**src/rtl/training_sequencer.sv**
```systemverilog
// training_sequencer: steps each sample through ADVANCE, LOAD (image stream), FORWARD, BACKWARD
// and UPDATE for a latched number of epochs. Define LABEL_CHECK_EN for the sticky label_err flag.
module training_sequencer #(
  parameter  int unsigned IMG_SIZE    = 256,
  parameter  int unsigned CLASSES     = 10,
  parameter  int unsigned NUM_SAMPLES = 512,
  localparam int unsigned ADDR_W      = $clog2(IMG_SIZE * NUM_SAMPLES),
  localparam int unsigned CNT_W       = $clog2(IMG_SIZE)
) (
  input  logic               clk,
  input  logic               rst,
  input  logic               start,
  input  logic [7:0]         num_epochs,
  input  logic               fwd_done,
  input  logic               bwd_done,
  input  logic               upd_done,
  input  logic [7:0]         label_in,
  output logic [2:0]         curr_state,
  output logic [ADDR_W-1:0]  pixel_addr,
  output logic               pixel_valid,
  output logic               fwd_start,
  output logic               bwd_start,
  output logic               upd_start,
  output logic [CLASSES-1:0] target,
  output logic [8:0]         sample_idx,
  output logic [7:0]         epoch,
  output logic               busy,
  output logic               done,
  output logic               label_err
);

  typedef enum logic [2:0] {
    IDLE     = 3'b000,
    LOAD     = 3'b001,
    ADVANCE  = 3'b010,
    FORWARD  = 3'b011,
    BACKWARD = 3'b100,
    UPDATE   = 3'b101,
    DONE     = 3'b110
  } state_e;

  state_e             state_q, state_d;
  logic [CNT_W-1:0]   cnt_q, cnt_d;
  logic [ADDR_W-1:0]  addr_q, addr_d;
  logic [8:0]         sample_q, sample_d;
  logic [7:0]         epoch_q, epoch_d;
  logic [7:0]         epochs_q, epochs_d;
  logic [CLASSES-1:0] target_q, target_d;
  logic [CLASSES-1:0] label_oh;
  logic               err_q, err_d;
  logic               fwd_start_q, fwd_start_d;
  logic               bwd_start_q, bwd_start_d;
  logic               upd_start_q, upd_start_d;

  // Out-of-range labels match no class and decode to all-zero.
  always_comb begin
    label_oh = '0;
    for (int unsigned i = 0; i < CLASSES; i++) begin
      label_oh[i] = (label_in == 8'(i));
    end
  end

  always_comb begin
    state_d  = state_q;
    cnt_d    = cnt_q;
    addr_d   = addr_q;
    sample_d = sample_q;
    epoch_d  = epoch_q;
    epochs_d = epochs_q;
    target_d = target_q;
    err_d    = err_q;
    case (state_q)
      IDLE, DONE: begin
        if (start) begin
          epochs_d = (num_epochs == 8'd0) ? 8'd1 : num_epochs;
          sample_d = '0;
          epoch_d  = '0;
          err_d    = 1'b0;
          state_d  = ADVANCE;
        end
      end
      ADVANCE: begin
        cnt_d   = '0;
        addr_d  = ADDR_W'(sample_q) * ADDR_W'(IMG_SIZE);
        state_d = LOAD;
      end
      LOAD: begin
        // Label RAM read data is valid one cycle after the ADVANCE edge.
        if (cnt_q == CNT_W'(1)) begin
          target_d = label_oh;
`ifdef LABEL_CHECK_EN
          if (32'(label_in) >= CLASSES) err_d = 1'b1;
`endif
        end
        if (cnt_q == CNT_W'(IMG_SIZE - 1)) begin
          state_d = FORWARD;
        end else begin
          cnt_d  = cnt_q + CNT_W'(1);
          addr_d = addr_q + ADDR_W'(1);
        end
      end
      FORWARD:  if (fwd_done) state_d = BACKWARD;
      BACKWARD: if (bwd_done) state_d = UPDATE;
      UPDATE: begin
        if (upd_done) begin
          if (sample_q != 9'(NUM_SAMPLES - 1)) begin
            sample_d = sample_q + 9'd1;
            state_d  = ADVANCE;
          end else begin
            sample_d = '0;
            if (epoch_q == epochs_q - 8'd1) begin
              state_d = DONE;
            end else begin
              epoch_d = epoch_q + 8'd1;
              state_d = ADVANCE;
            end
          end
        end
      end
      default: state_d = IDLE;
    endcase
  end

  always_comb begin
    fwd_start_d = (state_d == FORWARD)  && (state_q != FORWARD);
    bwd_start_d = (state_d == BACKWARD) && (state_q != BACKWARD);
    upd_start_d = (state_d == UPDATE)   && (state_q != UPDATE);
  end

  always_ff @(posedge clk or negedge rst) begin
    if (!rst) begin
      state_q     <= IDLE;
      cnt_q       <= '0;
      addr_q      <= '0;
      sample_q    <= '0;
      epoch_q     <= '0;
      epochs_q    <= '0;
      target_q    <= '0;
      err_q       <= 1'b0;
      fwd_start_q <= 1'b0;
      bwd_start_q <= 1'b0;
      upd_start_q <= 1'b0;
    end else begin
      state_q     <= state_d;
      cnt_q       <= cnt_d;
      addr_q      <= addr_d;
      sample_q    <= sample_d;
      epoch_q     <= epoch_d;
      epochs_q    <= epochs_d;
      target_q    <= target_d;
      err_q       <= err_d;
      fwd_start_q <= fwd_start_d;
      bwd_start_q <= bwd_start_d;
      upd_start_q <= upd_start_d;
    end
  end

  assign curr_state  = state_q;
  assign pixel_addr  = addr_q;
  assign pixel_valid = (state_q == LOAD);
  assign fwd_start   = fwd_start_q;
  assign bwd_start   = bwd_start_q;
  assign upd_start   = upd_start_q;
  assign target      = target_q;
  assign sample_idx  = sample_q;
  assign epoch       = epoch_q;
  assign busy        = (state_q != IDLE) && (state_q != DONE);
  assign done        = (state_q == DONE);
  assign label_err   = err_q;

endmodule

```
**config.mk**
```make
export PLATFORM = sky130hd
export DESIGN_NAME = training_sequencer
export DESIGN_NICKNAME = d
export VERILOG_FILES = /design/src/rtl/training_sequencer.sv
export SDC_FILE = /design/constraint.sdc
export NUM_CORES = 1
export LEC_CHECK = 0
export CORE_AREA = 2 2 109 69
export DETAILED_ROUTE_END_ITERATION = 12
export DIE_AREA = 0 0 111 71
export PLACE_DENSITY = 0.88
export SYNTH_ARGS = -nofsm -noshare
export SYNTH_HDL_FRONTEND = slang
export SYNTH_SLANG_ARGS = --single-unit
```
**constraint.sdc**
```tcl
create_clock -name clk -period 4.8 [get_ports clk]
set_input_delay 0.72 -clock clk [delete_from_list [all_inputs] [get_ports clk]]
set_output_delay 0.72 -clock clk [all_outputs]
set_load 0.005 [all_outputs]
```
==> run metrics, run 1 <==
Yosys top cell by area=dfrtp_1; worst hold path type=flip-flop to flip-flop; CP Capture Type=flip-flop; Pre-antenna DRT Iters=5; Cell Area, Synth=3660 um^2; WS Path Type=flip-flop to flip-flop; CTS tree=done; Clock power frac=0.520; total CTS buffers=9; CP max stage cell=or4_1; die width=111 um; Logic pwr share=0.030; internal power=around 990 uW; Post-synth EDFFs=0; vias per inst=5.85; final setup violation count=0; post-route setup slack=1.90 ns; layout cells sized above 1=0.0526; final hold slack=0.475 ns; gpl congestion=0.957; final std cells w/o fill=around 590; Startpoint Class=flip-flop; Fill cells=556; status=complete, no violations; Cells after Synth=~420; Crit path required time=5.05 ns; CP Cell Sequence=ha_1, and3_1, and3_1, and3_1, ha_1, or2_1, or2b_2, or4_1, a21oi_1; Layout Nets=519; Fmax=345 MHz; max-slew violations=0; GRT Residual Overflow=0; footprint of the multi-input gates=about 1900 um^2; Arrival @ worst endpoint=3.15 ns; Routed Antenna Nets=0; cts repair resizes=0; Post-Syn Nets=447; core area=6940 um^2; DR vias=3421; crit path max fanout=8; Die ar.=7880 um^2; Slew @ Worst Pin=1.04 ns; RSZ-0062 raised after global routing=no; clock-pin slew on the worst setup and hold paths=0.05 ns; H-Tree Depth=3; WL/cell=16.3 um; CP max stage delay=0.49 ns; pwr dens=262 nW/um^2; FF+latch area=1650 um^2; Primary FF master, synth=dfrtp_1; warning count from the yosys run=0; Net Switching=253 uW; Die Height=~71 um; Slew HR=0.301; Async SR Flop Fraction=1.00; post-synthesis sequential area ratio=0.451; max-cap violations=0; CTS Root Cell=clkbuf_16; area grow syn2layout=29.4%; sequential group share of total power=0.450; post-route setup TNS=0 ns; post-CTS setup buffer count=0; Leakage=1.99 nW; Post-Place Setup Slack=1.64 ns; Synth Register Bits=66; commonest non-fill, non-tap cell in the layout=clkdlybuf4s50_1; Sw Share=0.204; IO buf count=74; Worst path most repeated cell=and3_1; initial antenna violation count=0; ant diodes=0; global-route wire length before repair=16.2 mm; Period Utilization, post-route=0.604; row cnt=24; Yosys cell types=59; Iteration-0 DRC Markers=208; most frequent cells in the layout=clkdlybuf4s50_1 (73), nand2_1 (69), dfrtp_1 (66); Worst-Skew Late Latency=~0.33 ns; Setup Skew=approximately 0.0048 ns; CTS sink cnt=66; post-route minimum period=about 2.9 ns; Post-DP HPWL=slightly below 7 mm; drt total wl=9.56 mm; placed instance count=570; largest net degree at the start of global routing=between 60 and 70; top cell type's share of synthesized area=0.451; initial core utilization=0.528; I/O Pins=76; Mean Syn Cell Area=approximately 9 um^2; DRC=0; Peak VDD IR=0.000151 V; Final Hold Vio Count=0; clock buffer depth=2; top post-synthesis cells by area=dfrtp_1 (45%), nand2_1 (7.1%), o21ai_0 (5.9%), nor2_1 (3.4%), xor2_1 (3.1%); vias in the first global route=3283; hold buffers post-CTS=0; GRT Total Usage=0.256
-- cells in the mapped netlist, drive strengths merged (2+ instances only) --
library cell and number:
ha 7, and2 3, inv 15, nand3 22, or2 2, nor2 34, nor2b 2, nor4 3
mux2i 2, xor2 13, and4 2, o211ai 2, nand2b 14, and3 8, dfrtp 66, a211oi 2
a221o 2, nand2 69, or3 4, nor3b 2, o21ai 44, o31ai 6, o22ai 4, nand3b 2
a31oi 3, clkbuf 8, a32oi 3, buf 8, or4 9, a22oi 2, a21oi 13, a2bb2oi 2
xnor2 7, nand4 7, o31a 2, nor3 11
-- stage by stage --
stage	cell area (um^2)	utilization	total power, mW
floorplan	3660	-	0.573
global placement	4450	0.642	0.604
detailed placement	4450	0.642	0.605
CTS	4740	0.683	1.25
global route	4740	0.683	1.28
finish	4740	0.683	1.24
-- metal layers --
metal / up-vias / global-route usage / routed length [um]
li1: 1634 / - / -
met1: 1623 / 0.356 / 4370
met2: 142 / 0.393 / 4290
met3: 22 / 0.0677 / 709
met4: 0 / 0.0958 / 194
met5: - / 0 / 0
-- critical path, delay by kind of cell (launching register included) --
family | cells | cell delay [ns]
and+or+nand+nor | 6 | 1.76
DFF | 1 | 0.45
AOI/OAI and AO/OA | 1 | 0.17
adders and majority gates | 2 | 0.44
-- power by group through the flow --
stage	Combinational, mW	Sequential, mW	Clock (mW)
after floorplan	0.00543	0.567	0
after global placement	0.0373	0.567	0
after detailed placement	0.0378	0.567	0
after CTS	0.0382	0.557	0.652
after global routing	0.0417	0.557	0.681
final	0.0373	0.557	0.645
-- logic make-up after synthesis --
| family | share of synthesized area |
|---|---|
| buf+inv | 0.0376 |
| compound gates | 0.159 |
| xor+xnor | 0.0478 |
| simple gates | 0.270 |
| other cells | 0.00102 |
| flops | 0.451 |
| mux | 0.00956 |
| fa+ha+maj | 0.0239 |
-- layout make-up --
cell class                 instances  area share
multi-input combinational        321       0.395
sequential                        66       0.348
timing repair buffer              77       0.160
clock buffer                      12      0.0520
tap                               91      0.0240
inverter                          15      0.0119
clock inverter                     3     0.00845
-- final timing paths --
kind                                from             to  slack [ns]  cells after the start
max                        sample_idx[0]       epoch[4]        1.90                      9
min                            target[2]      target[2]        0.48                      2
max reg2reg                sample_idx[0]       epoch[4]        1.90                      9
min reg2reg                    target[2]      target[2]        0.48                      2
max in group asynchronous            rst      target[8]        3.68                      2
min in group asynchronous            rst  sample_idx[1]        0.56                      2
-- state kept, by name (all words and copies together), names as in the netlist --
register / count
cnt_q: 8
bwd_start: 1
epochs_q: 8
pixel_addr: 17
epoch: 8
upd_start: 1
curr_state: 3
sample_idx: 9
fwd_start: 1
target: 10
Note: power is estimated with default switching activity, not from simulation.
==> run 2: changes to the inputs <==
CORE_AREA = 2 2 112 71   (was 2 2 109 69)
DIE_AREA = 0 0 114 73   (was 0 0 111 71)
PLACE_DENSITY = 0.84   (was 0.88)
clock period = 3 ns   (was 4.8 ns; I/O delays follow)
==> run 2 against run 1 <==
Via count up 4.1%. First-iteration DRC count up 25%. Power grew 63%. Critical path type unchanged.
==> run metrics, run 2 (synthesis results as in run 1) <==
footprint of the multi-input gates=1870 um^2; layout cells sized above 1=0.0622; vias in the first global route=3367; Worst R2R Start=sample_idx[0]; Post-DP HPWL=6.95 mm; CTS Root Cell=clkbuf_16; worst hold path type=input port to async pin; post-CTS setup buffer count=0; DRC=0; IO buf count=74; initial antenna violation count=0; Period Utilization, post-route=0.919; Startpoint Class=flip-flop; post-route minimum period=about 2.8 ns; gpl congestion=about 0.94; Die Height=between 70 and 80 um; WL/cell=around 17 um; CTS sink cnt=66; die width=around 110 um; Tot Pwr=2.02 mW; Pre-antenna DRT Iters=5; core area=7440 um^2; Arrival @ worst endpoint=about 3.0 ns; hold buffers post-CTS=0; FF+latch area=1650 um^2; Fmax=363 MHz; GRT Residual Overflow=0; Crit path required time=3.24 ns; ant diodes=0; Final Hold Vio Count=0; status=complete, no violations; final setup violation count=0; clock-pin slew on the worst setup and hold paths=0.05 ns; Post-Place Setup Slack=0.304 ns; post-route setup slack=0.244 ns; GRT Total Usage=0.254; Iteration-0 DRC Markers=259; CTS tree=done; WS Path Type=flip-flop to flip-flop; Layout Nets=523; Peak VDD IR=0.000241 V; CP Capture Type=flip-flop; max-slew violations=0; global-route wire length before repair=16.6 mm; Slew HR=0.520; row cnt=25; post-route setup TNS=0 ns; largest net degree at the start of global routing=38; most frequent cells in the layout=clkdlybuf4s50_1 (73), nand2_1 (69), dfrtp_1 (66); total CTS buffers=9; initial core utilization=0.492; Leakage=2.02 nW; pwr dens=420 nW/um^2; area grow syn2layout=31.2%; RSZ-0062 raised after global routing=no; H-Tree Depth=3; Routed Antenna Nets=0; max-cap violations=0; Fill cells=618; cts repair resizes=0; clock buffer depth=2; Slew @ Worst Pin=~0.7 ns; commonest non-fill, non-tap cell in the layout=clkdlybuf4s50_1; Setup Skew=slightly below 0.007 ns; DR vias=3561; Die ar.=8320 um^2; Worst-Skew Late Latency=~0.33 ns; vias per inst=between 6 and 7; I/O Pins=76; crit path max fanout=8; CP startpoint=sample_idx[0]; drt total wl=9.94 mm; max reg flops=17
-- run 2: cell type report --
| type | count | area share |
|---|---|---|
| clock buffer | 13 | 0.0562 |
| clock inverter | 2 | 0.00729 |
| inverter | 15 | 0.0117 |
| multi-input combinational | 321 | 0.390 |
| sequential | 66 | 0.344 |
| tap | 94 | 0.0245 |
| timing repair buffer | 81 | 0.167 |
-- run 2: critical path: stages, from the launching register on --
cell and delay [ns]:
dfrtp_1 0.41, ha_1 0.21, and3_1 0.20, and3_1 0.21, and3_1 0.17, ha_1 0.18, or2_1 0.24, or2b_2 0.40
or4_1 0.50, a21oi_1 0.15
-- run 2: metal layers --
metal	vias up	GRT usage	part of all wire
met5	-	0	0
met4	0	0.0745	0.015
met3	20	0.0631	0.084
met2	185	0.390	0.45
met1	1725	0.359	0.45
li1	1631	-	-
-- run 2: worst paths after layout --
check | end | slack, ns | cells past startpoint
min in group clk | target[8] | 0.47 | 2
max in group asynchronous | epoch[4] | 2.17 | 2
max | epoch[4] | 0.24 | 9
min reg2reg | target[8] | 0.47 | 2
max reg2reg | epoch[4] | 0.24 | 9
min | target[8] | 0.18 | 1
-- run 2: power by group --
group	switching [mW]	internal (mW)	total (mW)
combinational	0.0311	0.0313	0.0624
clock	0.362	0.705	1.07
sequential	0.000218	0.892	0.892
total	0.393	1.63	2.02
-- run 2: through the flow --
step / cells / hold WS, ns / utilization / instance area, um^2
3_3_place_gp: 577 / 0.466 / 0.605 / 4500
2_1_floorplan: 418 / 0.154 / - / 3660
4_1_cts: 592 / 0.197 / 0.646 / 4810
3_5_place_dp: 577 / 0.473 / 0.605 / 4500
5_1_grt: 592 / 0.241 / 0.646 / 4810
6_report: 592 / 0.181 / 0.646 / 4810
==> run 3: changes to the inputs <==
CORE_AREA = 2 2 127 80   (was 2 2 112 71)
DIE_AREA = 0 0 129 82   (was 0 0 114 73)
PLACE_DENSITY = unset   (was 0.84)
SKIP_LAST_GASP = 1   (was unset)
==> run 3 against run 2 <==
Fmax fell by 1.9%. Design area rose by 0.49%. Largest power group unchanged. Power fell by 2.6%. Combinational power fell by 2%. Clock skew fell by 0.0025 ns. Core utilization fell by 14 points. Highest routed layer unchanged.
==> run metrics, run 3 (synthesis results as in run 1) <==
status=complete, no violations; GRT Total Usage=0.201; max reg flops=17; post-route minimum period=2.81 ns; initial core utilization=0.386; CTS Root Cell=clkbuf_16; Die Height=82 um; post-route setup slack=0.191 ns; Worst R2R Start=sample_idx[0]; CTS tree=done; Layout Utilization=0.509; vias in the first global route=3168; family with the most delay on the worst path=simple AND/OR/NAND/NOR gates; Period Utilization, post-route=0.936; vias per inst=5.28; Leakage=2.01 nW; I/O Pins=76; CP Cell Sequence=ha_1, and3_1, and3_1, and3_1, ha_1, or2_1, or2b_2, or4_1, a21oi_1; CTS sink cnt=66; post-CTS setup buffer count=0; cts repair resizes=0; Slew @ Worst Pin=1.01 ns; Routed Antenna Nets=0; die width=between 100 and 150 um; worst hold path type=input port to async pin; clock-pin slew on the worst setup and hold paths=0.06 ns; global-route wire length before repair=16.1 mm; Final Hold Vio Count=0; Fmax=between 300 and 400 MHz; Post-DP HPWL=~7.3 mm; max-cap violations=0; row cnt=28; Arrival @ worst endpoint=slightly above 3 ns; clock buffer depth=2; WL/cell=15.6 um; CP max stage delay=0.48 ns; crit path max fanout=8; Peak VDD IR=between 0.0002 and 0.0003 V; hold buffers post-CTS=0; Layout Nets=523; Tot Pwr=1.97 mW; RSZ-0062 raised after global routing=no; Crit path required time=between 3 and 4 ns; commonest non-fill, non-tap cell in the layout=clkdlybuf4s50_1; initial antenna violation count=0; CP max stage cell=or4_1; CP Capture Type=flip-flop; area grow syn2layout=31.8%; post-route setup TNS=0 ns; total CTS buffers=9; ant diodes=0; Die ar.=10600 um^2; CP startpoint=sample_idx[0]; Slew HR=0.324; Startpoint Class=flip-flop; gpl congestion=0.861; WS Path Type=flip-flop to flip-flop; IO buf count=74; DRC=0; Setup Skew=0.00438 ns; Pre-antenna DRT Iters=5; Worst path most repeated cell=and3_1; H-Tree Depth=3; max-slew violations=0; core area=9490 um^2; drt total wl=between 9 and 10 mm; Iteration-0 DRC Markers=364; most frequent cells in the layout=clkdlybuf4s50_1 (73), nand2_1 (69), dfrtp_1 (66); largest net degree at the start of global routing=34; GRT Residual Overflow=0; pwr dens=roughly 410 nW/um^2; layout cells sized above 1=0.0643; final setup violation count=0; Post-Place Setup Slack=0.0903 ns; Worst-Skew Late Latency=0.33 ns; CP bufs+invs=0; DR vias=3344
## run 3: cell types whose count changed in the layout (fill, tap and decap cells not counted), sizes merged
| cell | previous run | this run |
|---|---|---|
| clkinv | 1 | 2 |
| bufinv | 1 | 0 |
## run 3: through the flow
stage	cells	hold slack, ns	instance area, um^2
detailed placement	618	0.476	4540
global placement	618	0.465	4540
finish	633	0.157	4830
floorplan	418	0.154	3660
global route	633	0.189	4830
CTS	633	0.177	4830
## run 3: metal layers
layer,global-route usage,vias up,share of wire
met5,0,-,0
met4,0.0500,0,0.0082
met3,0.0567,7,0.074
met2,0.278,115,0.40
met1,0.305,1584,0.51
li1,-,1638,-
## run 3: worst paths after layout
check                                 end  slack [ns]  cells past startpoint
worst max-delay path             epoch[4]        0.19                      9
worst min-delay path             epoch[5]        0.16                      2
worst max register to register   epoch[4]        0.19                      9
worst min register to register  target[4]        0.48                      2
max in group asynchronous       target[4]        2.51                      2
min in group clk                target[4]        0.48                      2
## run 3: area by class of cell
type / instances / area (um^2)
inverters: 15 / 56.3
clock inverters: 2 / 10.0
clock buffers: 13 / 280
multi-input cells: 321 / 1870
well taps: 135 / 169
fillers: 889 / 4660
repair buffers: 81 / 788
flip-flops and latches: 66 / 1650
## run 3: power breakdown
part | switching (mW) | total (mW) | leakage [nW] | internal (mW)
combinational | 0.0307 | 0.0611 | 0.976 | 0.0304
clock | 0.375 | 1.02 | 0.147 | 0.642
sequential | 0.000220 | 0.892 | 0.887 | 0.891
